<file path="src/rtl/puf_ro_pkg.sv">
// Shared register map, CTRL field positions and FSM state type for the
// ring-oscillator PUF sampler.
package puf_ro_pkg;

  localparam logic [1:0] REG_CTRL   = 2'd0;
  localparam logic [1:0] REG_STATUS = 2'd1;
  localparam logic [1:0] REG_RAW    = 2'd2;

  localparam int SEL_A_LSB  = 0;
  localparam int SEL_B_LSB  = 4;
  localparam int WINDOW_LSB = 8;
  localparam int START_BIT  = 31;

  localparam int SETTLE_LEN = 2;

  typedef enum logic [1:0] {IDLE, SETTLE, COUNT, DONE} state_t;

endpackage

</file>
<file path="src/rtl/puf_ro_edge_counter.sv">
// One oscillator channel: 2-FF synchroniser, rising-edge detect and a
// saturating edge counter with synchronous clear and count enable.
module puf_ro_edge_counter #(
  parameter int CNT_W = 16
) (
  input  logic             clk,
  input  logic             resetn,
  input  logic             ro,
  input  logic             clear,
  input  logic             enable,
  output logic [CNT_W-1:0] count
);

  // sync[1:0] form the synchroniser, sync[2] holds the previous synced value
  logic [2:0] sync;
  logic       rise;

  assign rise = sync[1] & ~sync[2];

  always_ff @(posedge clk) begin
    if (!resetn) begin
      sync  <= '0;
      count <= '0;
    end else begin
      sync <= {sync[1:0], ro};
      if (clear) begin
        count <= '0;
      end else if (enable && rise && (count != '1)) begin
        count <= count + CNT_W'(1);
      end
    end
  end

endmodule

</file>
<file path="src/rtl/puf_ro_sampler.sv">
// Ring-oscillator PUF evaluation peripheral on the PicoSoC iomem bus.
// Define PUF_RO_RAW_READ_EN to expose the raw edge counts at offset 0x8.
module puf_ro_sampler
  import puf_ro_pkg::*;
#(
  parameter int          NUM_RO    = 16,
  parameter logic [7:0]  BASE_ADDR = 8'h05,
  parameter int          CNT_W     = 16
) (
  input  logic              clk,
  input  logic              resetn,
  input  logic              iomem_valid,
  output logic              iomem_ready,
  input  logic [3:0]        iomem_wstrb,
  input  logic [31:0]       iomem_addr,
  input  logic [31:0]       iomem_wdata,
  output logic [31:0]       iomem_rdata,
  input  logic [NUM_RO-1:0] ro_in
);

  logic [3:0]       sel_a;
  logic [3:0]       sel_b;
  logic [15:0]      window;
  logic             busy;
  logic             done;
  logic             response;
  logic             tie;
  state_t           state;
  state_t           state_next;
  logic [15:0]      cyc;
  logic [CNT_W-1:0] cnt_a;
  logic [CNT_W-1:0] cnt_b;
  logic [15:0]      ro_pad;
  logic             selected;
  logic             ctrl_wr;
  logic             status_wr;
  logic             start_req;
  logic [31:0]      read_data;
  logic [31:0]      raw_word;
  logic             unused_bits;

  assign selected  = iomem_valid && !iomem_ready && (iomem_addr[31:24] == BASE_ADDR);
  assign ctrl_wr   = selected && (iomem_wstrb != 4'd0) && (iomem_addr[3:2] == REG_CTRL) && !busy;
  assign status_wr = selected && iomem_wstrb[0] && (iomem_addr[3:2] == REG_STATUS);
  assign start_req = ctrl_wr && iomem_wstrb[3] && iomem_wdata[START_BIT];

  // Unpopulated channels read as constant 0, so out-of-range selectors count nothing
  assign ro_pad = 16'(ro_in);

  assign unused_bits = ^{iomem_addr[23:4], iomem_addr[1:0], iomem_wdata[30:24]};

  puf_ro_edge_counter #(.CNT_W(CNT_W)) u_cnt_a (
    .clk    (clk),
    .resetn (resetn),
    .ro     (ro_pad[sel_a]),
    .clear  ((state == IDLE) && busy),
    .enable (state == COUNT),
    .count  (cnt_a)
  );

  puf_ro_edge_counter #(.CNT_W(CNT_W)) u_cnt_b (
    .clk    (clk),
    .resetn (resetn),
    .ro     (ro_pad[sel_b]),
    .clear  ((state == IDLE) && busy),
    .enable (state == COUNT),
    .count  (cnt_b)
  );

`ifdef PUF_RO_RAW_READ_EN
  assign raw_word = {16'(cnt_b), 16'(cnt_a)};
`else
  assign raw_word = 32'd0;
`endif

  // busy in IDLE marks a start accepted on the previous edge
  always_comb begin
    state_next = state;
    case (state)
      IDLE:    if (busy) state_next = SETTLE;
      SETTLE:  if (cyc == 16'(SETTLE_LEN - 1)) state_next = (window == 16'd0) ? DONE : COUNT;
      COUNT:   if (cyc == window - 16'd1) state_next = DONE;
      DONE:    state_next = IDLE;
      default: state_next = IDLE;
    endcase
  end

  always_comb begin
    read_data = 32'd0;
    case (iomem_addr[3:2])
      REG_CTRL:   read_data = {8'd0, window, sel_b, sel_a};
      REG_STATUS: read_data = {28'd0, tie, response, done, busy};
      REG_RAW:    read_data = raw_word;
      default:    read_data = 32'd0;
    endcase
  end

  // DONE is applied last so it overrides a same-cycle W1C of done
  always_ff @(posedge clk) begin
    if (!resetn) begin
      state       <= IDLE;
      cyc         <= 16'd0;
      iomem_ready <= 1'b0;
      iomem_rdata <= 32'd0;
      sel_a       <= 4'd0;
      sel_b       <= 4'd0;
      window      <= 16'd0;
      busy        <= 1'b0;
      done        <= 1'b0;
      response    <= 1'b0;
      tie         <= 1'b0;
    end else begin
      state       <= state_next;
      cyc         <= (state_next != state) ? 16'd0 : cyc + 16'd1;
      iomem_ready <= selected;
      iomem_rdata <= selected ? read_data : 32'd0;

      if (ctrl_wr) begin
        if (iomem_wstrb[0]) begin
          sel_a <= iomem_wdata[SEL_A_LSB +: 4];
          sel_b <= iomem_wdata[SEL_B_LSB +: 4];
        end
        if (iomem_wstrb[1]) window[7:0]  <= iomem_wdata[WINDOW_LSB +: 8];
        if (iomem_wstrb[2]) window[15:8] <= iomem_wdata[WINDOW_LSB + 8 +: 8];
        if (start_req) begin
          busy <= 1'b1;
          done <= 1'b0;
        end
      end

      if (status_wr && iomem_wdata[1]) done <= 1'b0;

      if (state == DONE) begin
        busy     <= 1'b0;
        done     <= 1'b1;
        response <= (cnt_a > cnt_b);
        tie      <= (cnt_a == cnt_b);
      end
    end
  end

endmodule
</file>
<file path="config.mk">
export PLATFORM = sky130hd
export DESIGN_NAME = puf_ro_sampler
export DESIGN_NICKNAME = d
export VERILOG_FILES = /design/src/rtl/puf_ro_pkg.sv /design/src/rtl/puf_ro_edge_counter.sv /design/src/rtl/puf_ro_sampler.sv
export SDC_FILE = /design/constraint.sdc
export NUM_CORES = 1
export LEC_CHECK = 0
export BUFFER_PORTS_ARGS = -buffer_cell sky130_fd_sc_hd__buf_2
export CAP_MARGIN = 10
export CORE_ASPECT_RATIO = 0.7
export CORE_MARGIN = 2
export CORE_UTILIZATION = 45
export CTS_CLUSTER_SIZE = 28
export DETAILED_ROUTE_END_ITERATION = 10
export GPL_ROUTABILITY_DRIVEN = 1
export PLACE_DENSITY = 0.68
export SYNTH_ARGS = -nofsm -noshare
export SYNTH_HDL_FRONTEND = slang
export SYNTH_SLANG_ARGS = --single-unit
</file>
<file path="constraint.sdc">
create_clock -name clk -period 3.1 [get_ports clk]
set_input_delay 0.155 -clock clk [delete_from_list [all_inputs] [get_ports clk]]
set_output_delay 0.155 -clock clk [all_outputs]
set_load 0.01 [all_outputs]
</file>
# ---- Word level (Yosys, flattened, before mapping)
# Cells that the tools add are included.
dict set report totals {
  reg_bits 117
}
dict set report op_classes {
  n_mux 14
  n_reduce_logical 32
  add_sub_neg 4
  order_cmp 3
  n_bitwise 5
  n_eq_ne 11
}
# operator n
set op_table {}
lappend op_table {{16-bit by 1-bit adder with 16-bit output, second input constant} 3}
lappend op_table {{24-bit case mux with 2 select lines} 1}
lappend op_table {{16-bit == test} 2}
lappend op_table {{16-bit inequality test, second input constant} 2}
lappend op_table {{16-bit by 1-bit == test with 1-bit output, second input constant} 1}
lappend op_table {{16-bit > comparator} 1}
lappend op_table {{16-bit logical NOT} 1}
lappend op_table {{16-bit by 1-bit subtractor with 16-bit output, second input constant} 1}
lappend op_table {{1-bit logical AND} 15}
lappend op_table {{2-bit AND reduction} 6}
lappend op_table {{4-bit by 5-bit < comparator with 1-bit output, second input constant} 2}
lappend op_table {{1-bit binary-select mux with 4-bit select} 2}
lappend op_table {{8-bit by 3-bit == test with 1-bit output, second input constant} 1}
lappend op_table {{2-bit case mux with 4 select lines} 1}
lappend op_table {{1-bit two-way mux} 7}
lappend op_table {{2-bit two-way mux} 3}
lappend op_table {{3-bit nonzero test} 2}
lappend op_table {{2-bit OR reduction} 3}
lappend op_table {{2-bit by 1-bit == test with 1-bit output, second input constant} 2}
lappend op_table {{2-bit == test, second input constant} 2}
lappend op_table {{2-bit logical NOT} 2}
lappend op_table {{4-bit nonzero test} 1}
lappend op_table {{1-bit inverter} 3}
lappend op_table {{1-bit AND} 2}
lappend op_table {{other kinds (2)} 3}

# ---- Depth between registers and ports, before layout
# Gate-level depths: netlist of run 1.
dict set report logic_depth {
  word_depth 12
  depth_mapped 10
  ltp_nobuf 9
}

# ---- Cells and area by module
# Synthesis of run 1 repeated with hierarchy kept, for this count alone.
dict set report hier_totals {
  hier_cells 665
  area_unflattened_um2 5925.7
}
# mod area_per_inst_um2 instances cells_each
set modules_own_cells {}
lappend modules_own_cells {puf_ro_sampler 3901.2 1 427}
lappend modules_own_cells {puf_ro_edge_counter 1012.2 2 119}

# ---- Least setup slack after synthesis of run 1
# No wires, ideal clock.
dict set report synth_path {
  kind {register -> register}
  start {register window[0]}
  end {register cyc[10]}
  arrival_time_ns 2.254
  setup_slack_ns 0.712
  t_required_ns 2.966
  path_stages_with_launch 10
  path_buffers 1
  path_cell_list {dfxtp_1 -> inv_1 -> ha_1 -> xnor2_1 -> or4_1 -> a211oi_2 -> nand4_2 -> o311ai_4 -> buf_6 -> a21oi_1}
}
dict set report synth_between {
  elab_chain_len 6
}
# item line_no
set synth_lines {}
lappend synth_lines {{from (decl)} puf_ro_sampler.sv:23} ;# logic [15:0] window;
lappend synth_lines {{from (signal assigned)} puf_ro_sampler.sv:123} ;# if (iomem_wstrb[1]) window[7:0] <= iomem_wdata[WINDOW_LSB +: 8];
lappend synth_lines {{16-bit by 1-bit subtractor with 16-bit output or 16-bit logical NOT (tied branches)} {puf_ro_sampler.sv:82, puf_ro_sampler.sv:81}}
lappend synth_lines {{16-bit == test or 1-bit two-way mux (tied branches)} {puf_ro_sampler.sv:82, puf_ro_sampler.sv:81}}
lappend synth_lines {{2-bit two-way mux (on tied branches)} {puf_ro_sampler.sv:82, puf_ro_sampler.sv:81}}
lappend synth_lines {{2-bit case mux with 4 select lines *} puf_ro_sampler.sv:79} ;# case (state)
lappend synth_lines {{2-bit inequality test *} puf_ro_sampler.sv:114} ;# cyc <= (state_next != state) ? 16'd0 : cyc + 16'd1;
lappend synth_lines {{2-bit OR reduction (no source line) *} -}
lappend synth_lines {{to (signal assigned)} puf_ro_sampler.sv:114}
lappend synth_lines {{to (decl)} puf_ro_sampler.sv:30} ;# logic [15:0] cyc;
# Mark *: on every way between the ends. The rest lies on a longest branch, timed or not.
# A chain may end at the register's enable or synchronous reset.

# ---- Worst setup path after layout of run 1
dict set report layout_path {
  start {register window[0]}
  end {register cyc[11]}
}
# Same word-level chain as after synthesis.

==> results of run 1 <==
[area by class of cell]
cell class | count | area share (%)
Clock buffer | 9 | 3.647
Clock inverter | 6 | 0.7903
Inverter | 25 | 1.520
Multi-Input combinational cell | 431 | 48.15
Sequential cell | 109 | 35.34
Tap cell | 157 | 3.181
Timing Repair Buffer | 88 | 7.376
[critical path, stage by stage (launching register included)]
cell and delay, ns:
dfxtp_1 0.41, inv_1 0.08, ha_1 0.30, xnor2_1 0.12
or4_1 0.51, a211oi_2 0.22, nand4_2 0.17, o311ai_4 0.23
buf_4 0.26, a21oi_1 0.10
[metal layers]
layer,share of wire (%),GRT usage [%],vias to the layer above
met5,0,0,-
li1,-,-,2164
met3,7.3,6.592,11
met4,0.77,5.263,0
met1,50,26.98,2015
met2,42,30.40,128
[stage by stage]
step	total power, uW	instances	instance area (sq um)
after floorplan	1503	592	5388
after global placement	1544	810	5901
after detailed placement	1547	810	5901
after CTS	2619	825	6175
after global routing	2684	825	6175
final	2587	825	6175
[cell usage in the layout (no fill, tap or decap), types with 21 or more instances in the layout]
cell type | netlist | layout
xnor2_1 | 36 | 36
ha_1 | 21 | 21
xor2_1 | 21 | 21
buf_2 | 0 | 82
nor2_1 | 73 | 73
mux2i_1 | 31 | 31
dfxtp_1 | 109 | 109
nand3_1 | 23 | 23
nand2_1 | 34 | 34
inv_1 | 25 | 25
a21oi_1 | 34 | 34
and2_1 | 24 | 24
[kinds of logic (layout without fill, tap and decap cells)]
logic type                 after synthesis  count (layout)  share of synthesized area (%)
AOI/OAI and AO/OA                       68              68                          8.098
xor gates and xnor gates                57              57                          9.312
adders and majority gates               21              21                          4.901
buffers and inverters                   52             128                          4.341
DFF                                    109             109                          40.70
muxes                                   41              41                          9.988
other                                    1               8                        0.06994
and+or+nand+nor                        236             236                          22.59
[registers in the layout (all words and copies together) (netlist names), 2 cells and up]
name,cells
iomem_rdata,24
sel_b,4
u_cnt_b.count,16
u_cnt_a.count,16
window,16
sel_a,4
u_cnt_a.sync,3
u_cnt_b.sync,3
cyc,16
state,2
[worst paths after layout]
| check | endpoint | depth (start not counted) | start | slack [ns] |
|---|---|---|---|---|
| worst min-delay path | window[4]$_SDFFE_PN0P_ | 3 | iomem_wdata[12] | 0.03 |
| worst max register to register | cyc[11]$_SDFF_PP0_ | 9 | window[0]$_SDFFE_PN0P_ | 0.55 |
| worst max-delay path | cyc[11]$_SDFF_PP0_ | 9 | window[0]$_SDFFE_PN0P_ | 0.55 |
| worst min register to register | u_cnt_a.sync[1]$_SDFF_PN0_ | 1 | u_cnt_a.sync[0]$_SDFF_PN0_ | 0.43 |
[report_power, final]
group / switching, uW / internal [uW] / leakage [uW]
sequential: 6.36 / 1410 / 0.000879
clock: 525 / 547 / 0.000125
combinational: 52.0 / 50.5 / 0.00161
total: 583 / 2000 / 0.00262
==> impl_metrics.toml, run 1 <==
[timing]
layout_setup_ws_ns = 0.5511
whs_ns = 0.02865
tightest_slew_ns = 0.8150
fin_crit_ns = 2.549
fmax_ghz = 0.3923
fin_crit_sh_pct = 82.22
hold_viol = 0
rsz0062_at_grt = "false"
finalMaxSlewViolations = 0
max_slew_margin_pct = 45.08
skew_ns = 0.009703
finalSetupViolations = 0
tns_ns = 0

[die]
die-area_sq_um = 12820
io_pins = 120
num_rows = 33
die_x_um = 134.5
start_util_pct = 46.05
die_h_um = 95.33
coreArea_sq_um = 11640

[logic_synthesis]
ys_seq_elements = 109
ys_seq_area_share_pct = 40.70
yosysTopAreaCell = "dfxtp_1"
synthTopCellsByCount = "dfxtp_1, nor2_1, xnor2_1, a21oi_1, nand2_1"
ys.flop_type = "dfxtp_1"
syn_area_sq_um = 5361
yosys_warnings = 0
synth.most_common_cell = "dfxtp_1"
avgSynthCellArea_sq_um = 9.165
async_flop_share_pct = 0
synth_top_area_share_pct = 40.70
synth_edf_count = 0
synth_cells = 585
synth.distinct_cells = 54
synth.area.top_cells = "dfxtp_1, xnor2_1, mux2i_1"

[worst_setup_path]
critPathLaunchType = "flip-flop"
critPathArrivalTime_ns = 2.75
critical_path_class = "reg2reg"
crit_required_ns = 3.30
end_kind = "flip-flop"
crit_fanout = 16

[layout]
utilization_pct = 53.03
diodes = 0
syn_to_final_growth_pct = 15.17
ff_latch_area_sq_um = 2182
final_nets = 772
drive_gt1_share_pct = 18.41
multi_input_area_sq_um = 2973
fillCellCount = 1090

[grt]
grt_antenna_before_repair = 0
grt-ovfl-total = 0
grt_pass1_wl_um = 19960
grt_start_max_net_pins = 33
grt_pass1_vias = 4209
track_usage_pct = 19.84

[pwr]
powerDensity_nw_per_um2 = 418.9
ir_drop_v = 0.0003020
p_leak_uw = 0.002617

[worst_hold_path]
hp-class = "in2reg"

[run_status]
status = "complete, no violations"

[placement]
io_buffers = 82
post-place-ws_ns = 0.5579
dp_hpwl_um = 9323
gp_congestion = 0.8948

[cts]
clock_path_buffers = 2
clock_sinks = 109
cts_root_buf = "clkbuf_16"
ctsHoldBuffers = 0
cts_made_buffers = 9
cts_setup_buffers = 0
cts_tree = "built"
cts_resized = 0
ctsHtreeMaxLevel = 3
clk_latency_ns = 0.35
path_clk_slew_ns = 0.07

[routing]
drt_first_pass_iters = 5
wire_per_inst_um = 14.73
route.detailed.drc = 0
drt_wl_total_um = 12150
dr_total_vias = 4318
viasPerCell = 5.234
ant_nets = 0
drtIter0Drc = 159

[job]
cap_violations = 0
Power figures use the tool's default switching activity.
==> run 2, diff against run 1 <==
--- a/config.mk
+++ b/config.mk
@@ -13,7 +13,7 @@
 export CTS_CLUSTER_SIZE = 28
 export DETAILED_ROUTE_END_ITERATION = 10
 export GPL_ROUTABILITY_DRIVEN = 1
-export PLACE_DENSITY = 0.68
+export PLACE_DENSITY = 0.71
 export SYNTH_ARGS = -nofsm -noshare
 export SYNTH_HDL_FRONTEND = slang
 export SYNTH_SLANG_ARGS = --single-unit
==> constraint.sdc (replaced) <==
create_clock -name clk -period 2.2 [get_ports clk]
set_input_delay 0.11 -clock clk [delete_from_list [all_inputs] [get_ports clk]]
set_output_delay 0.11 -clock clk [all_outputs]
set_load 0.01 [all_outputs]
==> run 2 against run 1 <==
The run now ends with setup timing left. Wire length grew 6.5%. Power grew 42%. Cell area grew 8.7%. Register-to-register slack lost 0.61 ns. Non-clock buffer count grew 50. Maximum frequency grew 13%. Clock skew shrank 0.0017 ns. Combinational power grew 67%. Largest power group unchanged.
==> impl_metrics.toml, run 2 (synthesized netlist as in run 1, its figures left out) <==
[pwr]
power.switching_uw = 833.4
ir_drop_v = 0.0004517
p_leak_uw = 0.002903
swShare_pct = 22.64
clkPwrFrac_pct = 41.4
p_int_uw = 2848
powerDensity_nw_per_um2 = 548.6
p_comb_share_pct = 4.6
p_seq_share_pct = 54.0
finalPower_uw = 3682

[timing]
finalSetupViolations = 17
finalMaxSlewViolations = 0
skew_ns = 0.007980
max_slew_margin_pct = 56.78
whs_ns = 0.002056
layout_setup_ws_ns = -0.05563
fmax_ghz = 0.4433
tightest_slew_ns = 0.6424
hold_viol = 0
fin_crit_sh_pct = 102.5
fin_crit_ns = 2.256
rsz0062_at_grt = "true"

[cts]
cts_root_buf = "clkbuf_16"
clk_latency_ns = 0.35
path_clk_slew_ns = 0.08
clock_sinks = 109
clock_path_buffers = 2
cts_made_buffers = 9
ctsHtreeMaxLevel = 3
cts_tree = "built"

[worst_setup_path]
critPathLaunchType = "flip-flop"
crit_required_ns = 2.43
critical_path_class = "reg2reg"
critPathArrivalTime_ns = 2.49
end_kind = "flip-flop"
crit_fanout = 8

[placement]
gp_congestion = 0.8467
io_buffers = 82
post-place-ws_ns = -0.1548
dp_hpwl_um = 9643

[routing]
route.detailed.drc = 0
drt_first_pass_iters = 4
drtIter0Drc = 341
viasPerCell = 5.288
ant_nets = 0
wire_per_inst_um = 14.77
dr_total_vias = 4632
drt_wl_total_um = 12940

[grt]
grt_pass1_wl_um = 21420
grt_start_max_net_pins = 33
grt-ovfl-total = 0
grt_pass1_vias = 4488
track_usage_pct = 21.07
grt_antenna_before_repair = 0

[die]
start_util_pct = 46.05
die_h_um = 95.33
io_pins = 120
die_x_um = 134.5
num_rows = 33
die-area_sq_um = 12820
coreArea_sq_um = 11640

[run_status]
status = "finished, violations left"
violations = "setup timing"

[layout]
syn_to_final_growth_pct = 25.18
diodes = 0
drive_gt1_share_pct = 25.87
regMostFlops = "iomem_rdata"
final_cell_mix = "dfxtp_1, buf_2, nor2_1, buf_4, xnor2_1"
fillCellCount = 1054
largest_register_ffs = 24
final_nets = 822
utilization_pct = 57.64
layout_commonest_cell = "dfxtp_1"

[job]
cap_violations = 0

[worst_hold_path]
hp-class = "in2reg"
## run 2: power by group through the flow
stage	clock network, uW	registers (uW)	logic, uW
2_1_floorplan	0	2030	85.9
3_3_place_gp	0	2030	146
3_5_place_dp	0	2030	151
4_1_cts	1550	1990	168
5_1_grt	1630	1990	185
6_report	1520	1990	170
## run 2: timing repair
item | 4_1_cts | 5_1_grt
pin swaps | 2 | 5
setup endpoints to repair | 32 | 41
setup buffers | 0 | 4
hold buffers | 10 | 0
resized for setup | 6 | 17
endpoints found under the hold margin | 10 | 0
## run 2: worst paths after layout
path | start | endpoint | slack, ns | depth (start not counted)
worst min register to register | u_cnt_b.sync[0]$_SDFF_PN0_ | u_cnt_b.sync[1]$_SDFF_PN0_ | 0.44 | 1
worst max-delay path | window[1]$_SDFFE_PN0P_ | cyc[7]$_SDFF_PP0_ | -0.06 | 10
worst max register to register | window[1]$_SDFFE_PN0P_ | cyc[7]$_SDFF_PP0_ | -0.06 | 10
worst min-delay path | iomem_wdata[10] | window[2]$_SDFFE_PN0P_ | 0.002 | 3
## run 2: metal layers
metal / global-route usage (%) / share of wire, % / vias up
met1: 28.04 / 49 / 2211
met3: 6.061 / 6.9 / 11
met4: 5.175 / 0.90 / 0
met2: 34.06 / 43 / 140
met5: 0 / 0 / -
li1: - / - / 2270
## run 2: worst max-delay path, stage by stage, from the launching register on
cell and delay, ns:
dfxtp_2 0.34, inv_2 0.08, ha_4 0.14, nor3b_4 0.32, a31oi_2 0.16, o21a_1 0.22
nor3_2 0.22, a31oi_4 0.08, o311ai_4 0.32, buf_6 0.18, a21oi_1 0.07
## run 2: area by class of cell
type	count	area, sq um	area share, %
Timing Repair Buffer	138	863.3	12.86
Tap cell	157	196.4	2.927
Clock buffer	12	236.5	3.523
Sequential cell	109	2190	32.62
Inverter	25	96.34	1.435
Clock inverter	4	35.03	0.5220
Multi-Input combinational cell	431	3094	46.10
## run 2: metrics by stage
step / std cells / setup TNS, ns / instance area [sq um]
after floorplan: 592 / -0.1300 / 5413
after global routing: 876 / -2.554 / 6711
after CTS: 873 / -1.754 / 6608
after detailed placement: 847 / -2.651 / 6207
after global placement: 847 / -0.8820 / 6207
final: 876 / -0.7363 / 6711
